## config.mk

```make
export PLATFORM = sky130hd
export DESIGN_NAME = zoom_cmd_sequencer_flat
export DESIGN_NICKNAME = d
export VERILOG_FILES = /design/src/rtl/zoom_pkg.sv /design/src/rtl/zoom_cmd_sequencer_if.sv /design/src/rtl/cmd_trigger.sv /design/src/rtl/zoom_cmd_sequencer.sv /design/src/flat_wrapper.sv
export SDC_FILE = /design/constraint.sdc
export NUM_CORES = 1
export LEC_CHECK = 0
export CAP_MARGIN = 20
export CELL_PAD_IN_SITES_DETAIL_PLACEMENT = 1
export CELL_PAD_IN_SITES_GLOBAL_PLACEMENT = 2
export CORE_MARGIN = 2
export CORE_UTILIZATION = 31
export CTS_CLUSTER_SIZE = 20
export DETAILED_ROUTE_END_ITERATION = 10
export PLACE_DENSITY_LB_ADDON = 0.1
export SKIP_CTS_REPAIR_TIMING = 1
export SLEW_MARGIN = 20
export SYNTH_ARGS = -nofsm -noshare
export SYNTH_HDL_FRONTEND = slang
export SYNTH_SLANG_ARGS = --single-unit
```

## constraint.sdc

```tcl
create_clock -name clock -period 6.2 [get_ports clock]
set_input_delay 1.24 -clock clock [delete_from_list [all_inputs] [get_ports clock]]
set_output_delay 1.24 -clock clock [all_outputs]
set_load 0.02 [all_outputs]
```

## src/rtl/zoom_pkg.sv

```systemverilog
// Shared opcodes, FSM encoding and buffer-rotation helpers for the zoom command sequencer.
package zoom_pkg;

    localparam logic [2:0] NOP         = 3'b000;
    localparam logic [2:0] LOAD        = 3'b001;
    localparam logic [2:0] STORE       = 3'b010;
    localparam logic [2:0] ZOOM_IN_VP  = 3'b011;
    localparam logic [2:0] ZOOM_IN_RP  = 3'b100;
    localparam logic [2:0] ZOOM_OUT_MP = 3'b101;
    localparam logic [2:0] ZOOM_OUT_VD = 3'b110;
    localparam logic [2:0] RESET_INST  = 3'b111;

    localparam int unsigned IMG_W = 320;
    localparam int unsigned IMG_H = 240;

    typedef enum logic [2:0] {IDLE, XFER, ALGO, RST, ERR} state_t;

    // Buffer 0 holds the original image, so the destination skips it and wraps to 1.
    function automatic int unsigned next_free(input int unsigned d, input int unsigned nbuf);
        return (d == 0 || d == nbuf - 1) ? 1 : d + 1;
    endfunction

    function automatic logic is_zoom_in(input logic [2:0] op);
        return (op == ZOOM_IN_VP) || (op == ZOOM_IN_RP);
    endfunction

endpackage

```

## src/rtl/zoom_cmd_sequencer_if.sv

```systemverilog
// Command/AGU/status bundle between the host side (master) and the sequencer (slave).
interface zoom_cmd_sequencer_if #(
    parameter int ADDR_W = 17,
    parameter int DATA_W = 8,
    parameter int ZOOM_W = 3,
    parameter int SEL_W  = 2
) ();
    logic              enable_n;
    logic [2:0]        instruction;
    logic [ADDR_W-1:0] mem_addr;
    logic              agu_done;
    logic [DATA_W-1:0] agu_rd_data;
    logic              agu_enable;
    logic [2:0]        agu_op;
    logic [ADDR_W-1:0] agu_addr;
    logic [ZOOM_W-1:0] zoom_level;
    logic [SEL_W-1:0]  rd_sel;
    logic [SEL_W-1:0]  wr_sel;
    logic [SEL_W-1:0]  vga_sel;
    logic [DATA_W-1:0] data_out;
    logic              flag_done;
    logic              flag_error;
    logic              flag_zoom_max;
    logic              flag_zoom_min;

    modport master (
        output enable_n, instruction, mem_addr, agu_done, agu_rd_data,
        input  agu_enable, agu_op, agu_addr, zoom_level, rd_sel, wr_sel, vga_sel,
               data_out, flag_done, flag_error, flag_zoom_max, flag_zoom_min
    );

    modport slave (
        input  enable_n, instruction, mem_addr, agu_done, agu_rd_data,
        output agu_enable, agu_op, agu_addr, zoom_level, rd_sel, wr_sel, vga_sel,
               data_out, flag_done, flag_error, flag_zoom_max, flag_zoom_min
    );
endinterface

```

## src/rtl/cmd_trigger.sv

```systemverilog
// Synchronises the async active-low strobe and emits a 1-cycle start on its falling edge.
// Latency: start is high during the 2nd cycle after enable_n falls; no backpressure.
module cmd_trigger (
    input  logic clock,
    input  logic reset,
    input  logic enable_n,
    output logic start
);
    logic sync1_q, sync2_q, prev_q;

    always_ff @(posedge clock) begin
        if (!reset) begin
            sync1_q <= 1'b1;
            sync2_q <= 1'b1;
            prev_q  <= 1'b1;
        end else begin
            sync1_q <= enable_n;
            sync2_q <= sync1_q;
            prev_q  <= sync2_q;
        end
    end

    assign start = prev_q & ~sync2_q;

endmodule

```

## src/rtl/zoom_cmd_sequencer.sv

```systemverilog
// Command sequencer: latches one instruction while idle, runs the AGU with a watchdog, rotates buffers.
// Latency: agu_enable rises 1 cycle after start; starts arriving while busy are dropped.
module zoom_cmd_sequencer
    import zoom_pkg::*;
#(
    parameter int unsigned ADDR_W     = 17,
    parameter int unsigned DATA_W     = 8,
    parameter int unsigned IMG_PIXELS = IMG_W * IMG_H,
    parameter int unsigned NUM_BUF    = 3,
    parameter int unsigned ZOOM_W     = 3,
    parameter int unsigned ZOOM_RESET = 4,
    parameter int unsigned ZOOM_MAX   = 7,
    parameter int unsigned ZOOM_MIN   = 1,
    parameter int unsigned TIMEOUT    = 1048575
) (
    input  logic                 clock,
    input  logic                 reset,
    zoom_cmd_sequencer_if.slave  bus
);
    localparam int SEL_W = $clog2(NUM_BUF);
    localparam int WD_W  = $clog2(TIMEOUT + 1);

    state_t            state_q, state_d;
    logic [2:0]        op_q, op_d;
    logic [ADDR_W-1:0] addr_q, addr_d;
    logic [ZOOM_W-1:0] zoom_q, zoom_d;
    logic [SEL_W-1:0]  rd_q, rd_d, wr_q, wr_d, vga_q, vga_d;
    logic [DATA_W-1:0] data_q, data_d;
    logic              err_q, err_d;
    logic [WD_W-1:0]   wd_q, wd_d;
    logic              agu_en_q, agu_en_d;
    logic              done_q, zmax_q, zmin_q;
    logic              start, in_range, at_limit, wd_expired;

    cmd_trigger u_trigger (
        .clock    (clock),
        .reset    (reset),
        .enable_n (bus.enable_n),
        .start    (start)
    );

    assign in_range   = 32'(bus.mem_addr) < IMG_PIXELS;
    assign at_limit   = is_zoom_in(bus.instruction) ? (zoom_q == ZOOM_W'(ZOOM_MAX))
                                                    : (zoom_q == ZOOM_W'(ZOOM_MIN));
    assign wd_expired = (wd_q == WD_W'(TIMEOUT - 1));

    always_comb begin
        state_d = state_q;
        op_d    = op_q;
        addr_d  = addr_q;
        zoom_d  = zoom_q;
        rd_d    = rd_q;
        wr_d    = wr_q;
        vga_d   = vga_q;
        data_d  = data_q;
        err_d   = err_q;
        wd_d    = wd_q;
        case (state_q)
            IDLE: if (start) begin
                op_d   = bus.instruction;
                addr_d = bus.mem_addr;
                err_d  = 1'b0;
                wd_d   = '0;
                case (bus.instruction)
                    LOAD, STORE: state_d = in_range ? XFER : ERR;
                    ZOOM_IN_VP, ZOOM_IN_RP, ZOOM_OUT_MP, ZOOM_OUT_VD: begin
                        if (at_limit) begin
                            state_d = ERR;
                        end else begin
                            state_d = ALGO;
                            rd_d    = vga_q;
                            wr_d    = SEL_W'(next_free(32'(vga_q), NUM_BUF));
                        end
                    end
                    RESET_INST: state_d = RST;
                    default: ;
                endcase
            end
            XFER: begin
                // agu_done takes priority over a watchdog expiry in the same cycle.
                if (bus.agu_done) begin
                    if (op_q == LOAD) data_d = bus.agu_rd_data;
                    state_d = IDLE;
                end else if (wd_expired) begin
                    err_d   = 1'b1;
                    state_d = IDLE;
                end else begin
                    wd_d = wd_q + WD_W'(1);
                end
            end
            ALGO: begin
                if (bus.agu_done) begin
                    vga_d   = wr_q;
                    zoom_d  = is_zoom_in(op_q) ? zoom_q + ZOOM_W'(1) : zoom_q - ZOOM_W'(1);
                    state_d = IDLE;
                end else if (wd_expired) begin
                    err_d   = 1'b1;
                    state_d = IDLE;
                end else begin
                    wd_d = wd_q + WD_W'(1);
                end
            end
            RST: begin
                zoom_d  = ZOOM_W'(ZOOM_RESET);
                vga_d   = '0;
                rd_d    = '0;
                wr_d    = SEL_W'(1);
                state_d = IDLE;
            end
            ERR: begin
                err_d   = 1'b1;
                state_d = IDLE;
            end
            default: state_d = IDLE;
        endcase
        agu_en_d = (state_d == XFER) || (state_d == ALGO);
    end

    always_ff @(posedge clock) begin
        if (!reset) begin
            state_q  <= IDLE;
            op_q     <= NOP;
            addr_q   <= '0;
            zoom_q   <= ZOOM_W'(ZOOM_RESET);
            rd_q     <= '0;
            wr_q     <= SEL_W'(1);
            vga_q    <= '0;
            data_q   <= '0;
            err_q    <= 1'b0;
            wd_q     <= '0;
            agu_en_q <= 1'b0;
            done_q   <= 1'b1;
            zmax_q   <= 1'b0;
            zmin_q   <= 1'b0;
        end else begin
            state_q  <= state_d;
            op_q     <= op_d;
            addr_q   <= addr_d;
            zoom_q   <= zoom_d;
            rd_q     <= rd_d;
            wr_q     <= wr_d;
            vga_q    <= vga_d;
            data_q   <= data_d;
            err_q    <= err_d;
            wd_q     <= wd_d;
            agu_en_q <= agu_en_d;
            done_q   <= (state_q == IDLE);
            zmax_q   <= (zoom_q == ZOOM_W'(ZOOM_MAX));
            zmin_q   <= (zoom_q == ZOOM_W'(ZOOM_MIN));
        end
    end

    assign bus.agu_enable    = agu_en_q;
    assign bus.agu_op        = op_q;
    assign bus.agu_addr      = addr_q;
    assign bus.zoom_level    = zoom_q;
    assign bus.rd_sel        = rd_q;
    assign bus.wr_sel        = wr_q;
    assign bus.vga_sel       = vga_q;
    assign bus.data_out      = data_q;
    assign bus.flag_done     = done_q;
    assign bus.flag_error    = err_q;
    assign bus.flag_zoom_max = zmax_q;
    assign bus.flag_zoom_min = zmin_q;

endmodule

```

## src/flat_wrapper.sv

```systemverilog
// flat-port wrapper written by rule: the top's interface ports become plain ports
module zoom_cmd_sequencer_flat import zoom_pkg::*;
#(
    parameter int unsigned ADDR_W     = 17,
    parameter int unsigned DATA_W     = 8,
    parameter int unsigned IMG_PIXELS = IMG_W * IMG_H,
    parameter int unsigned NUM_BUF    = 3,
    parameter int unsigned ZOOM_W     = 3,
    parameter int unsigned ZOOM_RESET = 4,
    parameter int unsigned ZOOM_MAX   = 7,
    parameter int unsigned ZOOM_MIN   = 1,
    parameter int unsigned TIMEOUT    = 1048575
)
  (clock, reset, bus_enable_n, bus_instruction, bus_mem_addr, bus_agu_done, bus_agu_rd_data, bus_agu_enable, bus_agu_op, bus_agu_addr, bus_zoom_level, bus_rd_sel, bus_wr_sel, bus_vga_sel, bus_data_out, bus_flag_done, bus_flag_error, bus_flag_zoom_max, bus_flag_zoom_min);
  zoom_cmd_sequencer_if #(.ADDR_W(ADDR_W), .DATA_W(DATA_W), .ZOOM_W(ZOOM_W), .SEL_W(2)) bus_i ();
  input  logic clock;
  input  logic reset;
  input wire logic [$bits(bus_i.enable_n)-1:0] bus_enable_n;
  input wire logic [$bits(bus_i.instruction)-1:0] bus_instruction;
  input wire logic [$bits(bus_i.mem_addr)-1:0] bus_mem_addr;
  input wire logic [$bits(bus_i.agu_done)-1:0] bus_agu_done;
  input wire logic [$bits(bus_i.agu_rd_data)-1:0] bus_agu_rd_data;
  output wire logic [$bits(bus_i.agu_enable)-1:0] bus_agu_enable;
  output wire logic [$bits(bus_i.agu_op)-1:0] bus_agu_op;
  output wire logic [$bits(bus_i.agu_addr)-1:0] bus_agu_addr;
  output wire logic [$bits(bus_i.zoom_level)-1:0] bus_zoom_level;
  output wire logic [$bits(bus_i.rd_sel)-1:0] bus_rd_sel;
  output wire logic [$bits(bus_i.wr_sel)-1:0] bus_wr_sel;
  output wire logic [$bits(bus_i.vga_sel)-1:0] bus_vga_sel;
  output wire logic [$bits(bus_i.data_out)-1:0] bus_data_out;
  output wire logic [$bits(bus_i.flag_done)-1:0] bus_flag_done;
  output wire logic [$bits(bus_i.flag_error)-1:0] bus_flag_error;
  output wire logic [$bits(bus_i.flag_zoom_max)-1:0] bus_flag_zoom_max;
  output wire logic [$bits(bus_i.flag_zoom_min)-1:0] bus_flag_zoom_min;
  assign bus_i.enable_n = bus_enable_n;
  assign bus_i.instruction = bus_instruction;
  assign bus_i.mem_addr = bus_mem_addr;
  assign bus_i.agu_done = bus_agu_done;
  assign bus_i.agu_rd_data = bus_agu_rd_data;
  assign bus_agu_enable = bus_i.agu_enable;
  assign bus_agu_op = bus_i.agu_op;
  assign bus_agu_addr = bus_i.agu_addr;
  assign bus_zoom_level = bus_i.zoom_level;
  assign bus_rd_sel = bus_i.rd_sel;
  assign bus_wr_sel = bus_i.wr_sel;
  assign bus_vga_sel = bus_i.vga_sel;
  assign bus_data_out = bus_i.data_out;
  assign bus_flag_done = bus_i.flag_done;
  assign bus_flag_error = bus_i.flag_error;
  assign bus_flag_zoom_max = bus_i.flag_zoom_max;
  assign bus_flag_zoom_min = bus_i.flag_zoom_min;
  zoom_cmd_sequencer #(.ADDR_W(ADDR_W), .DATA_W(DATA_W), .IMG_PIXELS(IMG_PIXELS), .NUM_BUF(NUM_BUF), .ZOOM_W(ZOOM_W), .ZOOM_RESET(ZOOM_RESET), .ZOOM_MAX(ZOOM_MAX), .ZOOM_MIN(ZOOM_MIN), .TIMEOUT(TIMEOUT)) u_core (.clock(clock), .reset(reset), .bus(bus_i));
endmodule
```

After elaboration in Yosys (flattened, before gate mapping)

Cells that the tools add are included.

Magnitude comparators: 1
Div/mod/pow operators: 0
Bitwise gates (word level): 2
Multiplexer cells: 30
Equality and inequality tests: 27
Reduce and logical (&&, ||, !) cells: 19
Add/subtract/negate cells: 4
$mul: 0
Shift-type cells: 0

Operators with widths:

| cell                                                                     | number |
|---|---|
| 20-bit two-way mux                                                       | 3 |
| 20-bit case mux with 2 select lines                                      | 1 |
| 3-bit equality test (second input constant)                              | 7 |
| 3-bit two-way mux                                                        | 7 |
| 20-bit by 1-bit adder with 20-bit output (second input constant)         | 1 |
| 20-bit equality test (second input constant)                             | 1 |
| 3-bit by 2-bit equality test with 1-bit output (second input constant)   | 6 |
| 17-bit less-than comparator (second input constant)                      | 1 |
| 2-bit two-way mux                                                        | 8 |
| 3-bit by 1-bit equality test with 1-bit output (second input constant)   | 5 |
| 2-bit case mux with 2 select lines                                       | 3 |
| 3-bit case mux with 2 select lines                                       | 2 |
| 4-bit AND reduction                                                      | 3 |
| 2-bit inequality test (second input constant)                            | 5 |
| 3-bit case mux with 3 select lines                                       | 1 |
| 2-bit nonzero test                                                       | 3 |
| 1-bit logical OR                                                         | 4 |
| 1-bit two-way mux                                                        | 4 |
| 2-bit by 1-bit inequality test with 1-bit output (second input constant) | 2 |
| 2-bit AND reduction                                                      | 2 |
| 2-bit OR reduction                                                       | 2 |
| 4-bit OR reduction                                                       | 1 |
| 3-bit by 1-bit adder with 3-bit output (second input constant)           | 1 |
| 3-bit zero test                                                          | 1 |
| other kinds (9)                                                          | 9 |

Logic and storage cells: 100
Input bits: 32
Memories kept: 0
Memory bits (writable): 0
Output and inout port bits: 42
ROM bits: 0
Latch bits: 0
Register bits after elaboration: 68

Depth between registers and ports, before layout

Word-level depth: 9
Gate-level depth with buffers: 10
Mapped depth without buffers: 7

Hierarchy

A second synthesis with hierarchy kept.

Cells, all modules: 368
Area total of the unflattened synthesis: 3120.5 um2

By module, submodules not included:

| module             | cells an instance | area an instance (um2) | times used |
|---|---|---|---|
| zoom_cmd_sequencer | 361               | 3035.4                 | 1 |
| cmd_trigger        | 7                 | 85.1                   | 1 |

Worst setup path after synthesis

No wires, ideal clock.

Path kind: in2reg
From: input port bus_instruction[0]
To: register u_core.wr_q[0] (netlist: u_core.bus.wr_sel[0])
Data arrival time: 2.563 ns
Slack: 3.508 ns
Buffers on the path: 1
Required time: 6.071 ns
Stages: 6
Cells stage by stage: clkbuf_1 -> nor4b_1 -> a311oi_1 -> o21ai_0 -> mux2i_1 -> nand2_1

Longest elaborated chain between the ends: 5
Elaborated cells between the ends (all ways): 10

RTL lines:

| what                                                                                  | line                                     | RTL |
|---|---|---|
| start: declaration                                                                    | flat_wrapper.sv:19                       | `input wire logic [$bits(bus_i.instruction)-1:0] bus_instruction;` |
| 3-bit by 2-bit equality test with 1-bit output or 3-bit equality test (tied branches) | zoom_pkg.sv:24, zoom_cmd_sequencer.sv:64 |  |
| 1-bit logical OR                                                                      | zoom_pkg.sv:24                           | `return (op == ZOOM_IN_VP) \|\| (op == ZOOM_IN_RP);` |
| 1-bit two-way mux                                                                     | zoom_cmd_sequencer.sv:43                 | `assign at_limit = is_zoom_in(bus.instruction) ? (zoom_q == ZOOM_W'(ZOOM_MAX))` |
| 2-bit inequality test (no source line)                                                | -                                        |  |
| 4-bit AND reduction (no source line) (*)                                              | -                                        |  |
| end signal: assignment                                                                | zoom_cmd_sequencer.sv:141                | `wr_q <= wr_d;` |
| end: declaration                                                                      | zoom_cmd_sequencer.sv:27                 | `logic [SEL_W-1:0] rd_q, rd_d, wr_q, wr_d, vga_q, vga_d;` |

Every way passes the cells marked *; elsewhere a longest branch is shown, timed or not.
A chain may end at the register's enable or synchronous reset.

==> impl_summary.txt <==
----------------------------------------------------
[Yosys]
  XOR/XNOR Fraction of Synth Area ... 1.391%
  Register bit total from synthesis ... 68
  Per-instance average area after synthesis ... 8.309 um2
  Cells after synthesis ... ~380
  Share of the yosys chip area belonging to registers ... 43.23%
  Synthesized-area fraction occupied by and/or/nand/nor cells ... roughly a quarter
  Proportion of synthesized flip-flops having asynchronous set or reset ... 0%
  Multiplexer fraction of the synthesized cell area ... 5.085%
  Number of synthesis warnings ... 0
  Top FF cell, synth ... sky130_fd_sc_hd__dfxtp_1
  Main combinational cell family by area after synthesis ... simple AND/OR/NAND/NOR gates
  Synthesized-area fraction occupied by ao, oa, aoi and oai cells ... approximately 18%
  Synth Area in Adders ... 2.384%
  Net count after synthesis ... ~420
  Distinct cells, synth ... 50
  Synth Cell Area ... 3149 um2
  Count of flip-flops with a built-in enable after synthesis ... 0

[Final layout]
  Most common cell after layout, fill and taps aside ... sky130_fd_sc_hd__clkdlybuf4s50_1
  Number of nets in the layout ... roughly 480
  Filler cells ... 1204
  Number of diodes ... 0
  Commonest cells after routing, fill and taps aside ... 73 x sky130_fd_sc_hd__clkdlybuf4s50_1, 68 x sky130_fd_sc_hd__dfxtp_1, 62 x sky130_fd_sc_hd__nand2_1
  Total area of sequential cells ... 1361 um2
  Area growth from synthesis to layout ... 32.62%
  Area used by multi-input combinational logic ... 1647 um2
  Fraction of final layout cells with drive strength greater than 1 ... 5.778%

[Worst setup path]
  Crit-path leading delay family ... buffers and inverters
  Endpoint class of the critical path ... flip-flop
  Cell with the biggest individual delay on the critical path ... sky130_fd_sc_hd__clkdlybuf4s50_1
  Worst path arrival time ... 3.50 ns
  Data required, critical path ... 6.50 ns
  Maximum cell stage delay along the critical path ... 0.75 ns
  Critical path buffer and inverter count ... 3
  Ordered list of cells on the worst path ... clkdlybuf4s50_1 > inv_1 > buf_4 > nor2_1 > o211ai_1 > nand2_1
  Maximum fanout along the worst path ... 22
  Setup Crit Path Kind ... input pin to flip-flop
  Startpoint types ... input pin

[Placed design]
  GP Congestion ... 0.7379
  Input/output buffers ... 73
  Final HPWL DP ... just over 6 mm

[Detailed routing]
  Average via count per standard cell ... 5.175
  Routed via count ... 3017
  DRC violation total after the first TritonRoute iteration ... 84
  TritonRoute pass-1 iters ... 4
  Remaining design rule violation count ... 0
  Post-route ant nets ... 0
  Final wirelength ... between 8 and 9 mm
  Routed len/inst ... 15.14 um

[STA]
  Worst Hold Margin ... about 0.42 ns
  Final Hold Viols ... 0
  Total Neg Setup Slack ... 0 ns
  Max-slew violation count ... 0
  Slew HR ... 36.23%
  Min Tclk post-route ... 3.204 ns
  RSZ-0062 raised after global routing ... no
  Maximum operating frequency ... roughly 310 MHz
  Worst setup skew after layout ... ~0.010 ns
  Final setup viols ... 0
  Fraction of the cycle the final worst path needs ... 51.67%
  Transition time at the pin with the least slew margin ... 0.9492 ns

[Floorplan]
  Core region area ... between 9000 and 10000 um2
  Die area ... 10980 um2
  Initial core utilization ... 32.07%
  I/O pin cnt ... 74
  Chip height ... 104.8 um
  Chip Width ... approximately 100 um
  Number of placement rows ... 36

[Global route]
  Vias in the first global route ... 3035
  First-pass GRT wire length ... 14.95 mm
  Antenna violations before repair ... 0
  Maximum number of pins on one net before global-route repair ... 27
  Overall overflow remaining after global route ... 0
  GR Util All Layers ... about 17%

[Power and ir drop]
  Lkg Pwr ... roughly 1.5 nW
  Power per standard cell area ... 223.4 nW/um2
  Worst voltage drop across the vdd grid ... approximately 0.14 mV

[Run status]
  Outcome ... complete, no violations

[Clock network]
  Clock buffer count from CTS ... 9
  Clock latency of the later-clocked register in the worst-skew pair ... 0.35 ns
  Deepest level of the CTS H-tree ... 3
  Sink Count ... 68
  Buffers from clock root to sink, at most ... 2
  Cell at the root of the clock tree ... sky130_fd_sc_hd__clkbuf_8
  TritonCTS clock tree ... yes
  Clock-pin slew reported for the worst setup and hold paths after clock tree synthesis ... 0.08 ns

[Flow run]
  Max-Cap Viols ... 0

[Hold path]
  Hold Crit Class ... flip-flop to flip-flop

----------------------------------------------------
-- final timing paths --
check	startpoint	slack, ns	endpoint	cells after the start
hold / removal	u_core.u_trigger.sync1_q	0.42	u_core.u_trigger.sync2_q	1
hold reg to reg	u_core.u_trigger.sync1_q	0.42	u_core.u_trigger.sync2_q	1
setup / recovery	reset	3.00	u_core.wd_q[15]	6
setup reg to reg	u_core.state_q[0]	3.27	u_core.wd_q[6]	6
-- report_power, final --
group          internal [mW]  switching [mW]
clock                  0.208           0.181
combinational         0.0438          0.0489
sequential             0.444         0.00660
total                  0.697           0.236
-- registers in the layout (all words and copies together), names as in the netlist --
register	flops
u_core.bus.flag_error	1
u_core.bus.rd_sel	2
u_core.u_trigger.sync1_q	1
u_core.bus.zoom_level	3
u_core.bus.data_out	8
u_core.bus.vga_sel	2
u_core.bus.flag_zoom_max	1
u_core.u_trigger.prev_q	1
u_core.bus.agu_addr	17
u_core.bus.agu_op	3
u_core.wd_q	20
u_core.bus.wr_sel	2
u_core.bus.flag_done	1
u_core.bus.flag_zoom_min	1
u_core.u_trigger.sync2_q	1
u_core.state_q	3
u_core.bus.agu_enable	1
-- cell families after synthesis --
family          count (synthesis)
compound gates                 89
xor+xnor                        5
fa+ha+maj                       6
buf+inv                        31
flops                          68
mux                            16
simple gates                  164
-- synthesized netlist by cell type, types with 2 or more instances --
master / instances / share of area (%)
sky130_fd_sc_hd__dfxtp_1: 68 / 43
sky130_fd_sc_hd__nand2_1: 62 / 7.4
sky130_fd_sc_hd__a21oi_1: 41 / 6.5
sky130_fd_sc_hd__nor2_1: 28 / 3.3
sky130_fd_sc_hd__mux2i_1: 16 / 5.1
sky130_fd_sc_hd__nand3_1: 16 / 2.5
sky130_fd_sc_hd__clkbuf_1: 15 / 1.8
sky130_fd_sc_hd__or4_1: 12 / 2.9
sky130_fd_sc_hd__o31ai_1: 11 / 2.6
sky130_fd_sc_hd__inv_1: 10 / 1.2
sky130_fd_sc_hd__nor3_1: 8 / 1.3
sky130_fd_sc_hd__o21ai_0: 8 / 1.3
sky130_fd_sc_hd__ha_1: 6 / 2.4
sky130_fd_sc_hd__nand2b_1: 6 / 1.2
sky130_fd_sc_hd__a211oi_1: 5 / 1.2
sky130_fd_sc_hd__o211ai_1: 5 / 1.2
sky130_fd_sc_hd__or2_2: 5 / 0.99
sky130_fd_sc_hd__a22oi_1: 4 / 0.95
sky130_fd_sc_hd__nand4_1: 4 / 0.79
sky130_fd_sc_hd__xor2_1: 4 / 1.1
sky130_fd_sc_hd__a31oi_1: 3 / 0.60
sky130_fd_sc_hd__and3_1: 3 / 0.60
sky130_fd_sc_hd__buf_6: 3 / 1.1
sky130_fd_sc_hd__nor4b_1: 3 / 0.83
sky130_fd_sc_hd__a22o_1: 2 / 0.56
sky130_fd_sc_hd__and3b_1: 2 / 0.56
sky130_fd_sc_hd__buf_2: 2 / 0.32
sky130_fd_sc_hd__nor3b_1: 2 / 0.48
sky130_fd_sc_hd__nor4_1: 2 / 0.40
sky130_fd_sc_hd__o2111ai_1: 2 / 0.56
sky130_fd_sc_hd__or3_1: 2 / 0.40
-- layer usage --
| metal | global-route usage [%] | up-vias | wire length, um |
|---|---|---|---|
| met5 | 0 | - | 0 |
| met4 | 5.333 | 0 | 190 |
| met3 | 4.492 | 16 | 267 |
| met2 | 27.60 | 44 | 4189 |
| met1 | 21.04 | 1468 | 4179 |
| li1 | - | 1489 | - |
-- metrics by stage --
stage / instances / instance area (um2) / worst slack, ns / total power [mW] / util (%)
floorplan: 379 / 3149 / 3.508 / 0.5086 / -
global placement: 567 / 3965 / 2.582 / 0.5541 / 40.38
detailed placement: 567 / 3965 / 2.587 / 0.5551 / 40.38
CTS: 583 / 4177 / 2.989 / 0.9472 / 42.53
global route: 583 / 4177 / 2.764 / 0.9777 / 42.53
finish: 583 / 4177 / 2.996 / 0.9331 / 42.53
-- worst reg2reg max path, cell delays in order (launching register included) --
cell,delay [ns]
sky130_fd_sc_hd__dfxtp_1,0.43
sky130_fd_sc_hd__or3_4,0.44
sky130_fd_sc_hd__or2_1,0.46
sky130_fd_sc_hd__buf_4,0.32
sky130_fd_sc_hd__and3_1,0.45
sky130_fd_sc_hd__or4_1,0.60
sky130_fd_sc_hd__a21oi_1,0.15
-- layout make-up --
type                            count  area share, %
Inverter                           10         0.8987
Timing Repair Buffer               76          18.03
Sequential cell                    68          32.59
Tap cell                          133          3.984
Multi-Input combinational cell    280          39.42
Clock buffer                       11          3.625
Clock inverter                      5          1.438
Note: power is estimated with default switching activity, not from simulation.
